<file path="config.mk">
export PLATFORM = sky130hd
export DESIGN_NAME = nabp_angle_sequencer
export DESIGN_NICKNAME = d
export VERILOG_FILES = /design/src/rtl/nabp_angle_sequencer.sv
export SDC_FILE = /design/constraint.sdc
export NUM_CORES = 1
export LEC_CHECK = 0
export CAP_MARGIN = 20
export CORE_UTILIZATION = 53
export CTS_BUF_LIST = sky130_fd_sc_hd__clkbuf_2
export DETAILED_ROUTE_END_ITERATION = 12
export PLACE_DENSITY = 0.88
export REMOVE_ABC_BUFFERS = 1
export SKIP_CTS_REPAIR_TIMING = 1
export SLEW_MARGIN = 20
export SYNTH_ARGS = -nofsm -noshare
export SYNTH_HDL_FRONTEND = slang
export SYNTH_SLANG_ARGS = --single-unit
</file>
<file path="constraint.sdc">
create_clock -name clk -period 5.9 [get_ports clk]
set_clock_uncertainty 0.1 [all_clocks]
set_input_delay 1.18 -clock clk [delete_from_list [all_inputs] [get_ports clk]]
set_output_delay 1.18 -clock clk [all_outputs]
set_load 0.01 [all_outputs]
</file>
<file path="src/rtl/nabp_angle_sequencer.sv">
// Per-angle scheduler for the filter-mapper shifter: ROM fetch, fill kick, buffer wait, shift kick.
// Optional macro NABP_SEQ_PERF_EN adds the stall_cycles performance counter output.
module nabp_angle_sequencer #(
    parameter int unsigned N_ANGLES    = 180,
    parameter int unsigned ANGLE_W     = 8,
    parameter int unsigned ACCU_W      = 16,
    parameter int unsigned WDOG_CYCLES = 4096
) (
    input  logic               clk,
    input  logic               reset_n,
    input  logic               start,
    input  logic               abort,
    output logic               busy,
    output logic               done,
    output logic               err,
    output logic [ANGLE_W-1:0] angle_idx,
    output logic [ANGLE_W-1:0] rom_addr,
    input  logic [ACCU_W-1:0]  rom_data,
    output logic [ACCU_W-1:0]  sc_accu_base,
    output logic               sc_fill_kick,
    output logic               sc_shift_kick,
    input  logic               sc_fill_done,
    input  logic               sc_shift_done,
    input  logic               buf_ready
`ifdef NABP_SEQ_PERF_EN
    ,
    output logic [31:0]        stall_cycles
`endif
);

    localparam int unsigned WdogW = (WDOG_CYCLES > 2) ? $clog2(WDOG_CYCLES) : 1;
    localparam logic [WdogW-1:0]   WdogLast  = WdogW'(WDOG_CYCLES - 1);
    localparam logic [ANGLE_W-1:0] LastAngle = ANGLE_W'(N_ANGLES - 1);

    typedef enum logic [3:0] {
        StIdle,
        StRomRd,
        StRomCap,
        StFillKick,
        StFillWait,
        StBufWait,
        StShiftKick,
        StShiftWait,
        StError
    } state_e;

    state_e             state_q, state_d;
    logic [ANGLE_W-1:0] angle_q, angle_d;
    logic [ACCU_W-1:0]  base_q, base_d;
    logic [WdogW-1:0]   wdog_q, wdog_d;
    logic               done_q, done_d;

    always_ff @(posedge clk) begin
        if (!reset_n) begin
            state_q <= StIdle;
            angle_q <= '0;
            base_q  <= '0;
            wdog_q  <= '0;
            done_q  <= 1'b0;
        end else begin
            state_q <= state_d;
            angle_q <= angle_d;
            base_q  <= base_d;
            wdog_q  <= wdog_d;
            done_q  <= done_d;
        end
    end

    always_comb begin
        state_d = state_q;
        angle_d = angle_q;
        base_d  = base_q;
        wdog_d  = wdog_q;
        done_d  = 1'b0;
        unique case (state_q)
            StIdle: begin
                if (start) begin
                    state_d = StRomRd;
                    angle_d = '0;
                end
            end
            StRomRd:  state_d = StRomCap;
            StRomCap: begin
                base_d  = rom_data;
                state_d = StFillKick;
            end
            StFillKick: begin
                wdog_d  = '0;
                state_d = StFillWait;
            end
            // A done arriving on the expiring count still wins over the error.
            StFillWait: begin
                if (sc_fill_done) begin
                    state_d = StBufWait;
                end else if (wdog_q == WdogLast) begin
                    state_d = StError;
                end else begin
                    wdog_d = wdog_q + 1'b1;
                end
            end
            StBufWait: begin
                if (buf_ready) begin
                    state_d = StShiftKick;
                end
            end
            StShiftKick: begin
                wdog_d  = '0;
                state_d = StShiftWait;
            end
            StShiftWait: begin
                if (sc_shift_done) begin
                    if (angle_q == LastAngle) begin
                        done_d  = 1'b1;
                        angle_d = '0;
                        state_d = StIdle;
                    end else begin
                        angle_d = angle_q + 1'b1;
                        state_d = StRomRd;
                    end
                end else if (wdog_q == WdogLast) begin
                    state_d = StError;
                end else begin
                    wdog_d = wdog_q + 1'b1;
                end
            end
            StError: state_d = StError;
            default: state_d = StIdle;
        endcase
        if (abort) begin
            state_d = StIdle;
            angle_d = '0;
            wdog_d  = '0;
            done_d  = 1'b0;
        end
    end

    assign busy          = (state_q != StIdle) && (state_q != StError);
    assign err           = (state_q == StError);
    assign done          = done_q;
    assign sc_fill_kick  = (state_q == StFillKick);
    assign sc_shift_kick = (state_q == StShiftKick);
    assign angle_idx     = angle_q;
    assign rom_addr      = angle_q;
    assign sc_accu_base  = base_q;

`ifdef NABP_SEQ_PERF_EN
    // Counts only cycles actually stalled by the downstream buffer.
    logic [31:0] stall_q;

    always_ff @(posedge clk) begin
        if (!reset_n) begin
            stall_q <= '0;
        end else if (abort) begin
            stall_q <= stall_q;
        end else if (state_q == StIdle && start) begin
            stall_q <= '0;
        end else if (state_q == StBufWait && !buf_ready && stall_q != '1) begin
            stall_q <= stall_q + 1'b1;
        end
    end

    assign stall_cycles = stall_q;
`endif

endmodule
</file>
==> results_dict.tcl <==
set metrics [dict create \
    outcome "finished, final reports clean" \
    drive_above_1_share_pct 3.36 \
    synth_commonest_cells "41 x dfxtp_1, 39 x nand2_1, 16 x a21oi_1" \
    maxCapViolations 0 \
    final_cells 346 \
    clock.fmax_mhz 283 \
    synth_compound_area_share_pct 22.1 \
    final_hold_viol_count 0 \
    cts_root_buffer "clkbuf_2" \
    p_per_area_nw_per_um2 168 \
    grt_util_all_layers_pct 24.4 \
    rows 22 \
    cp_num_buf_inv 1 \
    vdd_drop_max_mv 0.125 \
    relSlewSlack_pct 55.0 \
    grt_max_degree 22 \
    num_io_pins 60 \
    die_width_um 64.5 \
    end_kind "output port" \
    layout.nets 323 \
    synth.area.mux_share_pct 0.484 \
    drtPass1Iterations 4 \
    die_h_um 64.5 \
    r2r_slack_ns 3.63 \
    cp_slowest_cell "clkdlybuf4s50_1" \
    antenna_left 0 \
    synth_top_area_cell "dfxtp_1" \
    path_depth 3 \
    path_delay_family "simple AND/OR/NAND/NOR gates" \
    cts.path.max_buffers 2 \
    cts_tree "done" \
    synth_adder_area_share_pct 1.21 \
    worst_pin_slew_ns 0.673 \
    drc 0 \
    leakage_uw 0.000836 \
    fin_crit_ns 3.54 \
    wl_per_cell_um 13.6 \
    seq_area_frac_synth_pct 39.7 \
    syn_inst 251 \
    grt_first_pass_wirelength_um 7900 \
    max_stage_delay_ns 0.57 \
    timing.final.crit_share_pct 59.9 \
    dp_cells 339 \
    die_area_um2 4160 \
    hold_path_class "flop to flop" \
    synthSimpleGateAreaFrac_pct 26.1 \
    dp_hpwl_um 3320 \
    crit_chain "or3_2 -> nor2_1 -> clkdlybuf4s50_1" \
    synth_top_area_share_pct 39.7 \
    synth_edf_count 0 \
    place_congestion 0.849 \
    n_antenna_cell 0 \
    slew_violations 0 \
    worstSetupStartpoint "state_q[0]$_SDFFE_PP0P_" \
    synth_top_family_by_area "simple AND/OR/NAND/NOR gates" \
    avgViaCountPerCell 5.74 \
    r2r-end "wdog_q[5]$_SDFFE_PP0P_" \
    start_kind "flop" \
    path_max_fanout 21 \
    reg2regPathDepth 4 \
    ys_seq_elements 41 \
    critical_path_class "flop to output port" \
    overflow 0 \
    wl_um 4690 \
    syn_to_final_growth_pct 28.4 \
    tns_ns 0 \
    reg2reg_from "state_q[0]$_SDFFE_PP0P_" \
    required_ns 4.62 \
    avgSynthCellArea_um2 8.24 \
    syn_area_um2 2070 \
    clk_latency_ns 0.40 \
    finalSetupViolations 0 \
    synthDistinctLibCells 44 \
    clock_sinks 41 \
    rsz0062_at_grt "no" \
    yosys_most_used_dff "dfxtp_1" \
    crit_path_end "err" \
    yosysMostFrequentCell "dfxtp_1" \
    synth.area.top_cells "dfxtp_1 40%, nand2_1 7.1%, a21oi_1 3.9%" \
    grt_pass1_vias 1744 \
    arrival_ns 2.26 \
    synth_xor_area_share_pct 3.81 \
    async_reset_ff_share_pct 0 \
    yosys_warnings 0 \
    coreArea_um2 3690 \
    start_util_pct 56.1 \
    antenna_found_initial 0 \
    drt_iter0_markers 105 \
    cts_buffers 5 \
    ctsHtreeMaxLevel 2 \
    vias 1986 \
    clk_pin_slew_ns 0.19 \
    io_buffers 59 \
]
## cell families after synthesis
logic type	count (synthesis)
flops	41
compound gates	66
fa+ha+maj	2
mux	1
buf+inv	28
simple gates	104
xor+xnor	9
## sequential cells by signal, indices dropped and copies added (netlist names)
name          flops
sc_accu_base     16
wdog_q           12
angle_idx         8
state_q           4
done              1
## placed cells by master, fill, tap and decap left out, types with 8 or more instances in the layout
cell / count
a21boi_1: 10
a21oi_1: 16
clkdlybuf4s50_1: 59
dfxtp_1: 41
inv_1: 8
nand2_1: 39
nor2_1: 15
o21ai_0: 8
o31ai_1: 10
or4_1: 8
## how the worst min path moves through the flow
stage / cells past startpoint / slack [ns] / to / start
finish: 2 / 0.36 / sc_accu_base[11]$_SDFFE_PN0P_ / sc_accu_base[11]$_SDFFE_PN0P_
CTS: 2 / 0.37 / sc_accu_base[7]$_SDFFE_PN0P_ / sc_accu_base[7]$_SDFFE_PN0P_
floorplan: 2 / 0.35 / wdog_q[10]$_SDFFE_PP0P_ / wdog_q[10]$_SDFFE_PP0P_
global placement: 2 / 0.34 / sc_accu_base[8]$_SDFFE_PN0P_ / sc_accu_base[8]$_SDFFE_PN0P_
detailed placement: 2 / 0.35 / sc_accu_base[7]$_SDFFE_PN0P_ / sc_accu_base[7]$_SDFFE_PN0P_
global route: 2 / 0.39 / sc_accu_base[11]$_SDFFE_PN0P_ / sc_accu_base[11]$_SDFFE_PN0P_
## cell type report
type / instances / area [µm²]
fill: 291 / 1030
timing repair buffer: 60 / 598
multi-input combinational: 182 / 1110
sequential: 41 / 821
clock buffer: 5 / 25.0
clock inverter: 2 / 11.3
tap: 48 / 60.1
inverter: 8 / 30.0
## routing by layer
layer	wire length [µm]	track usage, %
met1	2130	31.5
met2	2240	37.6
met3	281	7.22
met4	44	10.6
met5	0	0
## stage by stage
| stage | worst slack, ns | cell area, µm² | power [µW] | hold WS [ns] | utilization (%) |
|---|---|---|---|---|---|
| after global routing | 2.22 | 2660 | 468 | 0.395 | 72.0 |
| after global placement | 2.69 | 2620 | 333 | 0.340 | 71.0 |
| after CTS | 2.34 | 2660 | 450 | 0.368 | 72.0 |
| after floorplan | 3.22 | 1960 | 307 | 0.348 | - |
| after detailed placement | 2.64 | 2620 | 334 | 0.346 | 71.0 |
| final | 2.36 | 2660 | 445 | 0.365 | 72.0 |
## tightest hold or removal path: stages, from the launching register on
cell	delay, ns
dfxtp_1	0.35
nand2_1	0.05
a21boi_1	0.05
## power by group
group / internal (µW) / total, µW / switching [µW]
sequential: 280 / 285 / 4.90
combinational: 25.7 / 43.7 / 18.0
clock: 25.5 / 117 / 91.4
Power figures use the tool's default switching activity.
==> patch (same flow settings) <==
Encoding of `state_e`: now one-hot (9 bits for 9 states).
--- a/src/rtl/nabp_angle_sequencer.sv
+++ b/src/rtl/nabp_angle_sequencer.sv
@@ -33,14 +33,14 @@
     localparam logic [ANGLE_W-1:0] LastAngle = ANGLE_W'(N_ANGLES - 1);
 
-    typedef enum logic [3:0] {
-        StIdle,
-        StRomRd,
-        StRomCap,
-        StFillKick,
-        StFillWait,
-        StBufWait,
-        StShiftKick,
-        StShiftWait,
-        StError
+    typedef enum logic [8:0] {
+        StIdle      = 9'b000000001,
+        StRomRd     = 9'b000000010,
+        StRomCap    = 9'b000000100,
+        StFillKick  = 9'b000001000,
+        StFillWait  = 9'b000010000,
+        StBufWait   = 9'b000100000,
+        StShiftKick = 9'b001000000,
+        StShiftWait = 9'b010000000,
+        StError     = 9'b100000000
     } state_e;
 
Check against the original RTL: same outputs for any inputs over 10 cycles, from zero or initial values and one cycle with reset_n low; not proved beyond that.
==> patch against the unedited design <==
Power rose by 17%. Largest cell class unchanged. Worst hold slack improved by 28 ps. Final cell count increased by 4.0%. Global-route usage rose by 0.89 points. Highest routed layer unchanged. Fmax decreased by 4.8%. Wire length increased by 14%. Via count grew 8.9%. Design area up 9.5%. Sequential cell count rose by 5. Setup slack worse by 180 ps. Area after synthesis grew 11%. Critical path depth rose by 1.
==> patch: results (changes against the unedited design) <==
** Power
- The leakage power is 1.09 nW (was 0.836 nW).
- Worst vdd rail ir drop :: 0.144 mV (was 0.125 mV)

** Layout
- The number of nets in the finished design came to 335 (was 323).
- Max reg flops :: 16 (unchanged)
- The number of filler cells placed in the layout is 326 (was 291).
- The fraction of layout instances using a drive strength above 1 is 0.0387 (was 0.0336).
- Diode count :: 0 (unchanged)

** Routing
- Number of search-and-repair iterations in the first detailed-routing pass :: 5 (was 4)
- Violation count after the first detailed-route iteration :: 148 (was 105)
- Routed vias :: 2163 (was 1986)
- The post-detailed-route wirelength per cell is 14.9 µm (was 13.6 µm).

** Placed design
- Final Wtd Congestion :: 0.876 (was 0.849)
- The pre-CTS setup slack came to 2420 ps (was 2640 ps).
- The number of port buffers was 59 (unchanged).
- The half-perimeter wire length of the detailed placement result was 3860 µm (was 3320 µm).

** Worst hold path
- Min-delay worst type :: flip-flop to flip-flop (unchanged)
- The cell depth of the worst hold path was 2 (unchanged).

** Worst setup path
- Crit-path max cell delay :: 600 ps (was 570 ps)
- The data arrival at the endpoint of the critical path came to 2430 ps (was 2260 ps).
- Depth of the worst register-to-register path :: 5 (was 4)
- Max stage delay cell, worst path :: nor4_1 (was clkdlybuf4s50_1)
- Critical-path maximum fanout :: 8 (was 21)

** Synthesis
- FFs w/ async S/R, synth :: 0 (unchanged)
- Most frequent cells after synthesis: 46 x dfxtp_1, 21 x nor2_1, 20 x nand2_1, 20 x nor2b_1, 18 x mux2i_1 (was 41 x dfxtp_1, 39 x nand2_1, 16 x a21oi_1, 15 x nor2_1, 11 x clkbuf_1).
- Number of different library cells in the post-synthesis netlist :: 48 (was 44)
- The sequential share of the synthesized area came to 0.400 (was 0.397).
- The portion of synthesized cell area occupied by the leading cell type was 0.400 (was 0.397).
- Count of warnings emitted by yosys :: 0 (unchanged)
- Count of flip-flops with a built-in enable after synthesis :: 0 (unchanged)
- Ranking of synthesized cells by area: dfxtp_1 40%, mux2i_1 7.8%, nor2b_1 5.4% (was dfxtp_1 40%, nand2_1 7.1%, a21oi_1 3.9%).

** Clock network
- Clock edge transition at the registers on the reported setup and hold paths :: 230 ps (was 190 ps)
- The H-tree level count is 2 (unchanged).
- The source-to-sink clock delay at the later pin of the worst-skew pair is 430 ps (was 400 ps).
- Max clock buf depth :: 2 (unchanged)
- The clock buffer count from CTS was 5 (unchanged).
- Clock tree root driver cell :: clkbuf_2 (unchanged)

** Run status
- Outcome: finished, final reports clean (unchanged).

** STA
- The count of final hold-check violations was 0 (unchanged).
- The count of pins over their slew limit was 0 (unchanged).
- Slew @ Worst Pin :: 607 ps (was 673 ps)

** Global route
- Wire length of the first global-routing pass :: 8860 µm (was 7900 µm)
- The maximum number of pins on one net before global-route repair is 21 (was 22).
- The number of global-route vias before repair came to 1964 (was 1744).
- The initial antenna violation count is 0 (unchanged).
- The overall fraction of global-route tracks in use was 0.253 (was 0.244).
==> patch: cell count changes after synthesis, moves of 7 or more <==
cell	unedited run	this run
a21boi_1	10	0
mux2i_1	1	18
nand2_1	39	20
nand4_1	3	13
nor2b_1	2	20
o31ai_1	10	3
==> patch: critical path: cells and delay by family, from the launching register on <==
kind / cells / cell delay, ps
buffers and inverters: 1 / 570
flip-flops: 1 / 440
AND/OR/NAND/NOR: 3 / 1000
==> patch: layout make-up <==
type / instances / area share
inverter: 5 / 0.00645
timing repair buffer: 60 / 0.207
multi-input combinational: 192 / 0.428
clock inverter: 2 / 0.0116
clock buffer: 5 / 0.00860
sequential: 46 / 0.317
tap: 50 / 0.0215
==> patch: through the flow <==
stage / instance area, µm² / cells / hold slack [ps]
2_1_floorplan: 2190 / 243 / 352
3_3_place_gp: 2840 / 352 / 362
3_5_place_dp: 2850 / 353 / 370
4_1_cts: 2910 / 360 / 393
5_1_grt: 2910 / 360 / 431
6_report: 2910 / 360 / 393
==> patch: final timing paths <==
check | slack [ps] | to | startpoint
setup / recovery | 2190 | err | state_q[4]
hold / removal | 390 | wdog_q[10] | wdog_q[10]
setup reg to reg | 3290 | wdog_q[5] | state_q[7]
hold reg to reg | 390 | wdog_q[10] | wdog_q[10]
==> patch: cell families after synthesis <==
logic type,count (synthesis),share of synthesized area
compound gates,38,0.116
xor+xnor,9,0.0342
fa+ha+maj,2,0.0109
buf+inv,24,0.0592
flops,46,0.400
mux,18,0.0782
simple gates,125,0.302
==> patch: metal layers <==
metal | vias to the layer above | GRT usage | wire [µm]
met1 | 998 | 0.294 | 2210
met3 | 17 | 0.0800 | 474
li1 | 1036 | - | -
met2 | 112 | 0.426 | 2530
met5 | - | 0 | 0
met4 | 0 | 0.104 | 136
==> patch: power by group <==
part	leakage [nW]	total (mW)	internal (mW)	switching (mW)
clock	0.0365	0.168	0.0681	0.100
sequential	0.371	0.314	0.313	0.00163
combinational	0.682	0.0394	0.0223	0.0171
total	1.09	0.522	0.403	0.119
